$ cat src/rtl/sd_spi_pkg.sv
// Shared definitions for the SD-card SPI arbiter.
//   state_t  : arbiter sequencing states IDLE/LOAD/SHIFT/DONE
//   owner_t  : which requester currently owns the SPI link
//   CS_NONE  : both card selects released (active low)
//   tx_byte(): byte actually shifted out for a request (write data or idle filler)
package sd_spi_pkg;

  typedef enum logic [1:0] {
    ST_IDLE  = 2'd0,
    ST_LOAD  = 2'd1,
    ST_SHIFT = 2'd2,
    ST_DONE  = 2'd3
  } state_t;

  typedef enum logic {
    OWNER_CPU = 1'b0,
    OWNER_LDR = 1'b1
  } owner_t;

  localparam logic [1:0] CS_NONE           = 2'b11;
  localparam logic [7:0] IDLE_BYTE_DEFAULT = 8'hFF;

  // Read-only transfers still have to clock something out; the card expects 1s.
  function automatic logic [7:0] tx_byte(input logic       wr,
                                         input logic [7:0] wdata,
                                         input logic [7:0] idle_byte);
    return wr ? wdata : idle_byte;
  endfunction

endpackage

$ cat src/rtl/spi_byte_shifter.sv
// One 8-bit SPI mode-0 transfer engine.
// Ports:
//   i_clock, i_reset : system clock, synchronous active-high reset
//   i_start          : load i_txbyte and begin a transfer (one clock)
//   i_txbyte         : byte to send, MSB first
//   o_busy           : transfer in progress
//   o_done           : high on the clock that makes the 16th SCK toggle
//   o_rxbyte         : received byte (complete when o_done is high)
//   o_sck/o_mosi     : SPI clock (idle low) and data out (idle high)
//   i_miso           : SPI data in
module spi_byte_shifter #(
  parameter int CLK_DIV = 1
) (
  input  logic       i_clock,
  input  logic       i_reset,
  input  logic       i_start,
  input  logic [7:0] i_txbyte,
  output logic       o_busy,
  output logic       o_done,
  output logic [7:0] o_rxbyte,
  output logic       o_sck,
  output logic       o_mosi,
  input  logic       i_miso
);

  localparam int CW = (CLK_DIV > 1) ? $clog2(CLK_DIV) : 1;

  logic [CW-1:0] r_div;
  logic [3:0]    r_edges;
  logic          r_busy;
  logic          r_sck;
  logic [7:0]    r_tx;
  logic [7:0]    r_rx;
  logic          w_wrap;

  assign w_wrap = (r_div == CW'(CLK_DIV - 1));

  always_ff @(posedge i_clock) begin
    if (i_reset) begin
      r_div   <= '0;
      r_edges <= '0;
      r_busy  <= 1'b0;
      r_sck   <= 1'b0;
      r_tx    <= 8'hFF;
      r_rx    <= 8'hFF;
    end else if (i_start) begin
      r_div   <= '0;
      r_edges <= '0;
      r_busy  <= 1'b1;
      r_sck   <= 1'b0;
      r_tx    <= i_txbyte;
    end else if (r_busy) begin
      if (w_wrap) begin
        r_div   <= '0;
        r_sck   <= ~r_sck;
        r_edges <= r_edges + 4'd1;
        // Mode 0: sample on the rising edge, advance MOSI on the falling edge.
        // Filling with 1s leaves MOSI high once the byte is out.
        if (!r_sck) begin
          r_rx <= {r_rx[6:0], i_miso};
        end else begin
          r_tx <= {r_tx[6:0], 1'b1};
        end
        if (r_edges == 4'd15) begin
          r_busy <= 1'b0;
        end
      end else begin
        r_div <= r_div + CW'(1);
      end
    end
  end

  // The last rising edge (toggle 15) already completed r_rx, so the byte is
  // valid on the clock that makes the final falling edge.
  assign o_done   = r_busy & w_wrap & (r_edges == 4'd15);
  assign o_busy   = r_busy;
  assign o_rxbyte = r_rx;
  assign o_sck    = r_sck;
  assign o_mosi   = r_tx[7];

endmodule

$ cat src/rtl/sd_spi_arbiter.sv
// Shares the SD-card SPI link between the CPU port path and the sector loader.
// Grants one byte transfer at a time, owns the card chip-selects and returns
// the received byte to whichever requester was served.
// Ports:
//   clock, reset                     : system clock, synchronous active-high reset
//   cpu_req/wr/wdata/cs              : CPU request, write flag, tx byte, selects
//   cpu_rdata/busy/done              : CPU rx byte, pending/in-progress, done pulse
//   ldr_req/wr/wdata/cs/lock         : loader request, plus lock to keep ownership
//   ldr_rdata/done                   : loader rx byte, done pulse
//   card, spi_clock, spi_dataout     : SD chip selects (active low), SCK, MOSI
//   spi_datain                       : MISO
module sd_spi_arbiter
  import sd_spi_pkg::*;
#(
  parameter int         CLK_DIV   = 1,
  parameter logic [7:0] IDLE_BYTE = IDLE_BYTE_DEFAULT
) (
  input  logic       clock,
  input  logic       reset,
  input  logic       cpu_req,
  input  logic       cpu_wr,
  input  logic [7:0] cpu_wdata,
  input  logic [1:0] cpu_cs,
  output logic [7:0] cpu_rdata,
  output logic       cpu_busy,
  output logic       cpu_done,
  input  logic       ldr_req,
  input  logic       ldr_wr,
  input  logic [7:0] ldr_wdata,
  input  logic [1:0] ldr_cs,
  input  logic       ldr_lock,
  output logic [7:0] ldr_rdata,
  output logic       ldr_done,
  output logic [1:0] card,
  output logic       spi_clock,
  output logic       spi_dataout,
  input  logic       spi_datain
);

  state_t     r_state;
  owner_t     r_owner;
  owner_t     r_rr_last;
  logic [1:0] r_card;
  logic [7:0] r_cpu_rdata;
  logic [7:0] r_ldr_rdata;
  logic       r_cpu_done;
  logic       r_ldr_done;

  logic       w_grant_valid;
  owner_t     w_grant_owner;
  logic [7:0] w_txbyte;
  logic       w_start;
  logic       w_shift_busy;
  logic       w_shift_done;
  logic [7:0] w_rxbyte;

  // A locked loader keeps the link; otherwise simultaneous requests alternate.
  always_comb begin
    w_grant_valid = 1'b0;
    w_grant_owner = r_owner;
    if ((r_owner == OWNER_LDR) && ldr_lock) begin
      w_grant_valid = ldr_req;
      w_grant_owner = OWNER_LDR;
    end else if (cpu_req && ldr_req) begin
      w_grant_valid = 1'b1;
      w_grant_owner = (r_rr_last == OWNER_LDR) ? OWNER_CPU : OWNER_LDR;
    end else if (cpu_req) begin
      w_grant_valid = 1'b1;
      w_grant_owner = OWNER_CPU;
    end else if (ldr_req) begin
      w_grant_valid = 1'b1;
      w_grant_owner = OWNER_LDR;
    end
  end

  // Write data is taken live in LOAD; later changes do not reach the shifter.
  assign w_txbyte = (r_owner == OWNER_CPU) ? tx_byte(cpu_wr, cpu_wdata, IDLE_BYTE)
                                           : tx_byte(ldr_wr, ldr_wdata, IDLE_BYTE);
  assign w_start  = (r_state == ST_LOAD);

  always_ff @(posedge clock) begin
    if (reset) begin
      r_state     <= ST_IDLE;
      r_owner     <= OWNER_CPU;
      r_rr_last   <= OWNER_LDR;
      r_card      <= CS_NONE;
      r_cpu_rdata <= 8'hFF;
      r_ldr_rdata <= 8'hFF;
      r_cpu_done  <= 1'b0;
      r_ldr_done  <= 1'b0;
    end else begin
      r_cpu_done <= 1'b0;
      r_ldr_done <= 1'b0;
      case (r_state)
        ST_IDLE: begin
          if (w_grant_valid && !w_shift_busy) begin
            r_owner   <= w_grant_owner;
            r_rr_last <= w_grant_owner;
            r_state   <= ST_LOAD;
          end
        end
        ST_LOAD: begin
          // Selects move only here, one clock ahead of the first SCK edge;
          // in IDLE they keep the last owner's value so CS spans bytes.
          r_card  <= (r_owner == OWNER_CPU) ? cpu_cs : ldr_cs;
          r_state <= ST_SHIFT;
        end
        ST_SHIFT: begin
          if (w_shift_done) begin
            r_state <= ST_DONE;
            if (r_owner == OWNER_CPU) begin
              r_cpu_rdata <= w_rxbyte;
              r_cpu_done  <= 1'b1;
            end else begin
              r_ldr_rdata <= w_rxbyte;
              r_ldr_done  <= 1'b1;
            end
          end
        end
        ST_DONE: begin
          r_state <= ST_IDLE;
        end
        default: begin
          r_state <= ST_IDLE;
        end
      endcase
    end
  end

  spi_byte_shifter #(
    .CLK_DIV (CLK_DIV)
  ) u_shifter (
    .i_clock  (clock),
    .i_reset  (reset),
    .i_start  (w_start),
    .i_txbyte (w_txbyte),
    .o_busy   (w_shift_busy),
    .o_done   (w_shift_done),
    .o_rxbyte (w_rxbyte),
    .o_sck    (spi_clock),
    .o_mosi   (spi_dataout),
    .i_miso   (spi_datain)
  );

  assign card      = r_card;
  assign cpu_rdata = r_cpu_rdata;
  assign ldr_rdata = r_ldr_rdata;
  assign cpu_done  = r_cpu_done;
  assign ldr_done  = r_ldr_done;
  assign cpu_busy  = cpu_req | ((r_owner == OWNER_CPU) && (r_state != ST_IDLE));

endmodule

$ cat config.mk
export PLATFORM = sky130hd
export DESIGN_NAME = sd_spi_arbiter
export DESIGN_NICKNAME = d
export VERILOG_FILES = /design/src/rtl/sd_spi_pkg.sv /design/src/rtl/spi_byte_shifter.sv /design/src/rtl/sd_spi_arbiter.sv
export SDC_FILE = /design/constraint.sdc
export NUM_CORES = 1
export LEC_CHECK = 0
export ABC_AREA = 1
export ABC_CLOCK_PERIOD_IN_PS = 1380
export BUFFER_PORTS_ARGS = -buffer_cell sky130_fd_sc_hd__buf_2
export CORE_ASPECT_RATIO = 2
export CORE_UTILIZATION = 46
export CTS_BUF_LIST = sky130_fd_sc_hd__clkbuf_2 sky130_fd_sc_hd__clkbuf_4 sky130_fd_sc_hd__clkbuf_8
export DETAILED_ROUTE_END_ITERATION = 6
export PLACE_DENSITY = 0.75
export SLEW_MARGIN = 20
export SYNTH_ARGS = -nofsm -noshare
export SYNTH_HDL_FRONTEND = slang
export SYNTH_HIERARCHICAL = 1
export SYNTH_SLANG_ARGS = --single-unit
$ cat constraint.sdc
create_clock -name clock -period 1.38 [get_ports clock]
set_clock_uncertainty 0.15 [all_clocks]
set_input_delay 0.276 -clock clock [delete_from_list [all_inputs] [get_ports clock]]
set_output_delay 0.276 -clock clock [all_outputs]
set_load 0.01 [all_outputs]
Word level (Yosys, flattened, before mapping)
Index checks and enable logic that the tools add are counted. Widths: inputs -> output; s select.

Flip-flop bits (word level): 47. Word-level logic and storage cells: 77. Output and inout bits: 23.

Bitwise gates (word level): 9. Equal/unequal tests: 7. $add $sub $neg: 2. Reduce and logical (&&, ||, !) cells: 18. Multiplexer cells: 27.

Operators by type and width (number): $mux 8 (7); $mux 1 (16); $reduce_and 3->1 (3); $pmux 2 s4 (1); $mux 2 (3); $not 1->1 (6); $reduce_and 2->1 (3); $reduce_bool 2->1 (3); $add 4x1->4 const B (1); $eq 2x2->1 const B (2); $eq 4x4->1 const B (1); $logic_and 1x1->1 (4); $ne 2x1->1 const B (2); $reduce_and 4->1 (1); $reduce_or 3->1 (1); $and 1x1->1 (2); $eq 2x1->1 const B (1); $logic_not 2->1 (1); $ne 2x2->1 const B (1); $reduce_or 2->1 (1); $add 1x1->1 const B (1); $logic_not 1->1 (1); $or 1x1->1 (1).

Logic depth before layout (Yosys ltp)
Word-level depth: 7. Mapped depth: 9.

Cells and area by module
The synthesis kept the hierarchy.

By module, submodules not included: sd_spi_arbiter (cells an instance 136, instances 1, sequential area each 480.5 µm², area each 1078.5 µm²); spi_byte_shifter (cells an instance 116, instances 1, sequential area each 440.4 µm², area each 924.6 µm²).

Least setup slack after synthesis
No wires, ideal clock.

Kind: flip-flop to flip-flop. From: register u_shifter.r_edges[0]. To: register r_cpu_rdata[1] (netlist: cpu_rdata[1]). Clock period less this slack: 1.521 ns. Buffers on the path: 0. Slack: -0.141 ns. Stages on the path, launching flop included: 9. Data arrival time: 1.247 ns. Setup time: 0.123 ns. Cell sequence: dfxtp_1 ha_1 nand3_1 nor2_1 nand2_2 nor2_4 inv_2 nand2_1 nand3_1.

Longest elaborated chain between the ends: 3.

Ends and longest elaborated chain: from (decl) (RTL line spi_byte_shifter.sv:29) `logic [3:0] r_edges;`; from (signal assigned) (RTL line spi_byte_shifter.sv:56) `r_edges <= r_edges + 4'd1;`; $eq 4x4->1 (RTL line spi_byte_shifter.sv:75) `assign o_done = r_busy & w_wrap & (r_edges == 4'd15);`; $and 1x1->1 (RTL line spi_byte_shifter.sv:75); named net w_shift_done (RTL line sd_spi_arbiter.sv:54) `logic w_shift_done;`; $reduce_and 3->1 (no line); to (signal assigned) (RTL line sd_spi_arbiter.sv:112) `r_cpu_rdata <= w_rxbyte;`; to (decl) (RTL line sd_spi_arbiter.sv:44) `logic [7:0] r_cpu_rdata;`.

The timed path passes the listed nets, and every way through them passes these cells. A chain may end at the register's enable or synchronous reset.

Worst setup path in the final report
From: register r_state[0]. To: output cpu_busy.

Longest elaborated chain between the ends: 3.

Ends and longest elaborated chain: from (decl) (RTL line sd_spi_arbiter.sv:40) `state_t r_state;`; from (signal assigned) (RTL line sd_spi_arbiter.sv:83) `r_state <= ST_IDLE;`; from (signal assigned) (RTL line sd_spi_arbiter.sv:99) `r_state <= ST_LOAD;`; from (signal assigned) (RTL line sd_spi_arbiter.sv:106) `r_state <= ST_SHIFT;`; $reduce_bool 2->1 (RTL line sd_spi_arbiter.sv:150) `assign cpu_busy = cpu_req | ((r_owner == OWNER_CPU) && (r_state != ST_IDLE));`; $logic_and 1x1->1 (RTL line sd_spi_arbiter.sv:150); $or 1x1->1 (RTL line sd_spi_arbiter.sv:150); to (decl) (RTL line sd_spi_arbiter.sv:25) `output logic cpu_busy,`.

Every way passes these cells.

==> impl_metrics.tcl <==
set metrics [dict create \
    initial_core_util_pct 48.5 \
    switchingPower_mw 1.76 \
    die_x_um 48.7 \
    cts.path.max_buffers 2 \
    cellLeakagePower_nw 1.31 \
    period_needed_ps 1540 \
    area_growth_pct 39.4 \
    path_cells "inv_4 -> ha_4 -> o21ai_2 -> buf_2" \
    synth_edf_count 0 \
    core-area_um2 4130 \
    start_kind "register" \
    rr_endpoint "cpu_rdata[0]" \
    num_io_pins 51 \
    synth-main-ff-cell "dfxtp_1" \
    worstPathRequired_ps 950 \
    grt_start_max_net_pins 20 \
    drc 0 \
    synth_area_per_cell_um2 7.95 \
    wl_per_cell_um 13.7 \
    synthArstFlopShare_pct 0 \
    yosys_warnings 6 \
    crit_arrival_ps 1110 \
    post_dp_cell_area_um2 2430 \
    final_layout_size_suffix_gt1_share_pct 43.4 \
    hp-start "spi_datain" \
    totalWireLength_um 5250 \
    cts_sinks 46 \
    syn_inst 252 \
    hold_viol_final 0 \
    r2r_setup_slack_ps -140 \
    status "complete, but fails checks" \
    dieHeight_um 95.3 \
    clk_pin_slew_worst_paths_ps 80 \
    rows 33 \
    max-vdd-ir-drop_uv 1030 \
    ant_nets 0 \
    diodes 0 \
    synth-simple-area-share_pct 33.9 \
    die_area_um2 4640 \
    grt_pass1_wl_um 8150 \
    synth_nets 284 \
    grt_pass1_vias 1864 \
    worstHoldEndpoint "u_shifter/o_rxbyte[0]" \
    ctsHtreeMaxLevel 2 \
    antenna_found_initial 0 \
    synthAdderAreaFrac_pct 2.50 \
    drv_cap 0 \
    p_clk_share_pct 21.1 \
    synth_compound_area_share_pct 10.3 \
    powerDensity_nw_per_um2 1720 \
    max_freq_mhz 651 \
    min_path_cells 3 \
    r2r-start "r_state[1]" \
    slew_violations 0 \
    nets 363 \
    synth_area_um2 2000 \
    cts_hold_buf 0 \
    port_buffers 50 \
    relSlewSlack_pct 77.2 \
    worstMarginPinSlew_ps 342 \
    pwr-share-seq_pct 38.1 \
    violations "negative setup slack" \
    yosysSeqAreaShare_pct 46.0 \
    cts_tree "done" \
    initialDrtViolationCount 28 \
    cts-buffers-inserted 5 \
    synth_top_family_by_area "simple AND/OR/NAND/NOR gates" \
    ff2ff_path_depth 7 \
    rsz0062_at_grt "yes" \
    whs_ps 73.1 \
    finalSetupViolations 44 \
    synth_mux_area_share_pct 0 \
    gp_congestion 0.758 \
    min-delay-path-class "in -> reg" \
    synth_xor_area_share_pct 0 \
    clk_latency_ps 310 \
    fin_crit_sh_pct 111 \
    cp-end-kind "primary output" \
    crit_type "reg -> out" \
    crit_path_max_incr_delay_ps 370 \
    p_int_mw 3.04 \
    grt_usage_pct 22.7 \
    hpwl_um 3490 \
    fin_util_pct 67.6 \
    fin_ws_ps -157 \
    overflow 0 \
    path_max_fanout 3 \
    p_sw_share_pct 36.7 \
    ys_ff_latch 46 \
    vias_per_cell 5.30 \
    firstDrtPassIters 4 \
    synth.distinct_cells 24 \
    critPathSlowestCell "dfxtp_2" \
    final_cell_area_um2 2790 \
    routed-via-count 2034 \
    total_power_mw 4.79 \
    root_buffer "clkbuf_8" \
    comb_power_share_pct 40.7 \
]
Yosys cell counts, types with 2 or more instances:
library cell,number,area [um^2]
buf_6,4,45.0
nor2_1,15,56.3
buf_4,2,15.0
o21ai_0,7,35.0
ha_1,4,50.1
inv_1,11,41.3
inv_4,2,12.5
a21oi_1,14,70.1
o32a_1,8,80.1
nand3_1,58,290
nand2_1,59,221
nor2_4,2,22.5
buf_2,2,10.0
nand2_4,3,33.8
inv_2,5,18.8
nand2_2,3,18.8
dfxtp_1,46,921
cells in the final DEF, fill, tap and decap left out, drive strengths merged:
master    count
a21oi        15
buf          80
bufinv        1
clkbuf        5
clkinv        1
clkinvlp      2
dfxtp        46
ha            4
inv          18
nand2        65
nand3        58
nor2         19
nor3          1
o211ai        1
o21ai         8
o32a          8
timing repair:
item | in CTS | in global routing
pin swaps | 11 | 5
setup buffers | 10 | 5
gates resized for setup | 25 | 20
setup endpoints to repair | 40 | 46
metrics by stage:
stage / cells / TNS, ps / setup slack [ps]
floorplan: 252 / -901 / -98.9
global placement: 361 / -830 / -62.7
detailed placement: 361 / -1650 / -109
CTS: 379 / -2410 / -145
global route: 384 / -5960 / -217
finish: 384 / -3180 / -157
layer usage:
layer  vias to the layer above  global-route usage (%)  wire length [um]
met1                       965                    21.5              1980
met2                        49                    45.5              2950
met3                        14                    3.19               144
li1                       1006                       -                 -
met4                         0                    12.0               174
met5                         -                       0                 0
layout make-up:
class	count	area, um^2
fillers	350	1340
multi-input cells	179	1070
flip-flops and latches	46	928
repair buffers	80	520
inverters	19	91.3
clock buffers	5	68.8
well taps	52	65.1
clock inverters	3	45.0
critical path, delay by kind of cell, from the launching register on:
family	cells	cell delay [ps]
AO/OA/AOI/OAI	1	90
buffers and inverters	2	180
adder cells (fa/ha/maj)	1	160
flip-flops	1	370
logic make-up (layout without fill, tap and decap cells):
kind of cell    Yosys count  in the layout
buf+inv                  27            107
flops                    46             46
fa+ha+maj                 4              4
simple gates            143            143
compound gates           32             32
registers in the layout, summed over array words and instances (netlist names):
| signal | count |
|---|---|
| card | 2 |
| cpu_done | 1 |
| cpu_rdata | 8 |
| ldr_done | 1 |
| ldr_rdata | 8 |
| r_owner | 1 |
| r_rr_last | 1 |
| r_state | 2 |
| u_shifter/o_busy | 1 |
| u_shifter/o_rxbyte | 8 |
| u_shifter/o_sck | 1 |
| u_shifter/r_edges | 4 |
| u_shifter/r_tx | 8 |
power groups by stage:
stage | clock (mW) | combinational, mW | sequential [mW]
after global routing | 1.08 | 2.15 | 1.86
after floorplan | 0 | 1.11 | 1.78
after detailed placement | 0 | 1.52 | 1.82
after global placement | 0 | 1.49 | 1.81
final | 1.01 | 1.95 | 1.83
after CTS | 1.02 | 1.73 | 1.81
how the worst max path moves through the flow:
stage | slack, ps | start | cells after the start | end
2_1_floorplan | -100 | u_shifter/r_edges[1] | 8 | cpu_rdata[1]
3_3_place_gp | -60 | u_shifter/r_edges[0] | 8 | cpu_rdata[7]
3_5_place_dp | -110 | u_shifter/r_edges[0] | 8 | cpu_rdata[7]
4_1_cts | -150 | r_state[1] | 4 | cpu_busy
5_1_grt | -220 | u_shifter/r_edges[1] | 8 | cpu_rdata[5]
6_report | -160 | r_state[0] | 4 | cpu_busy
(Power assumes the default switching activity.)
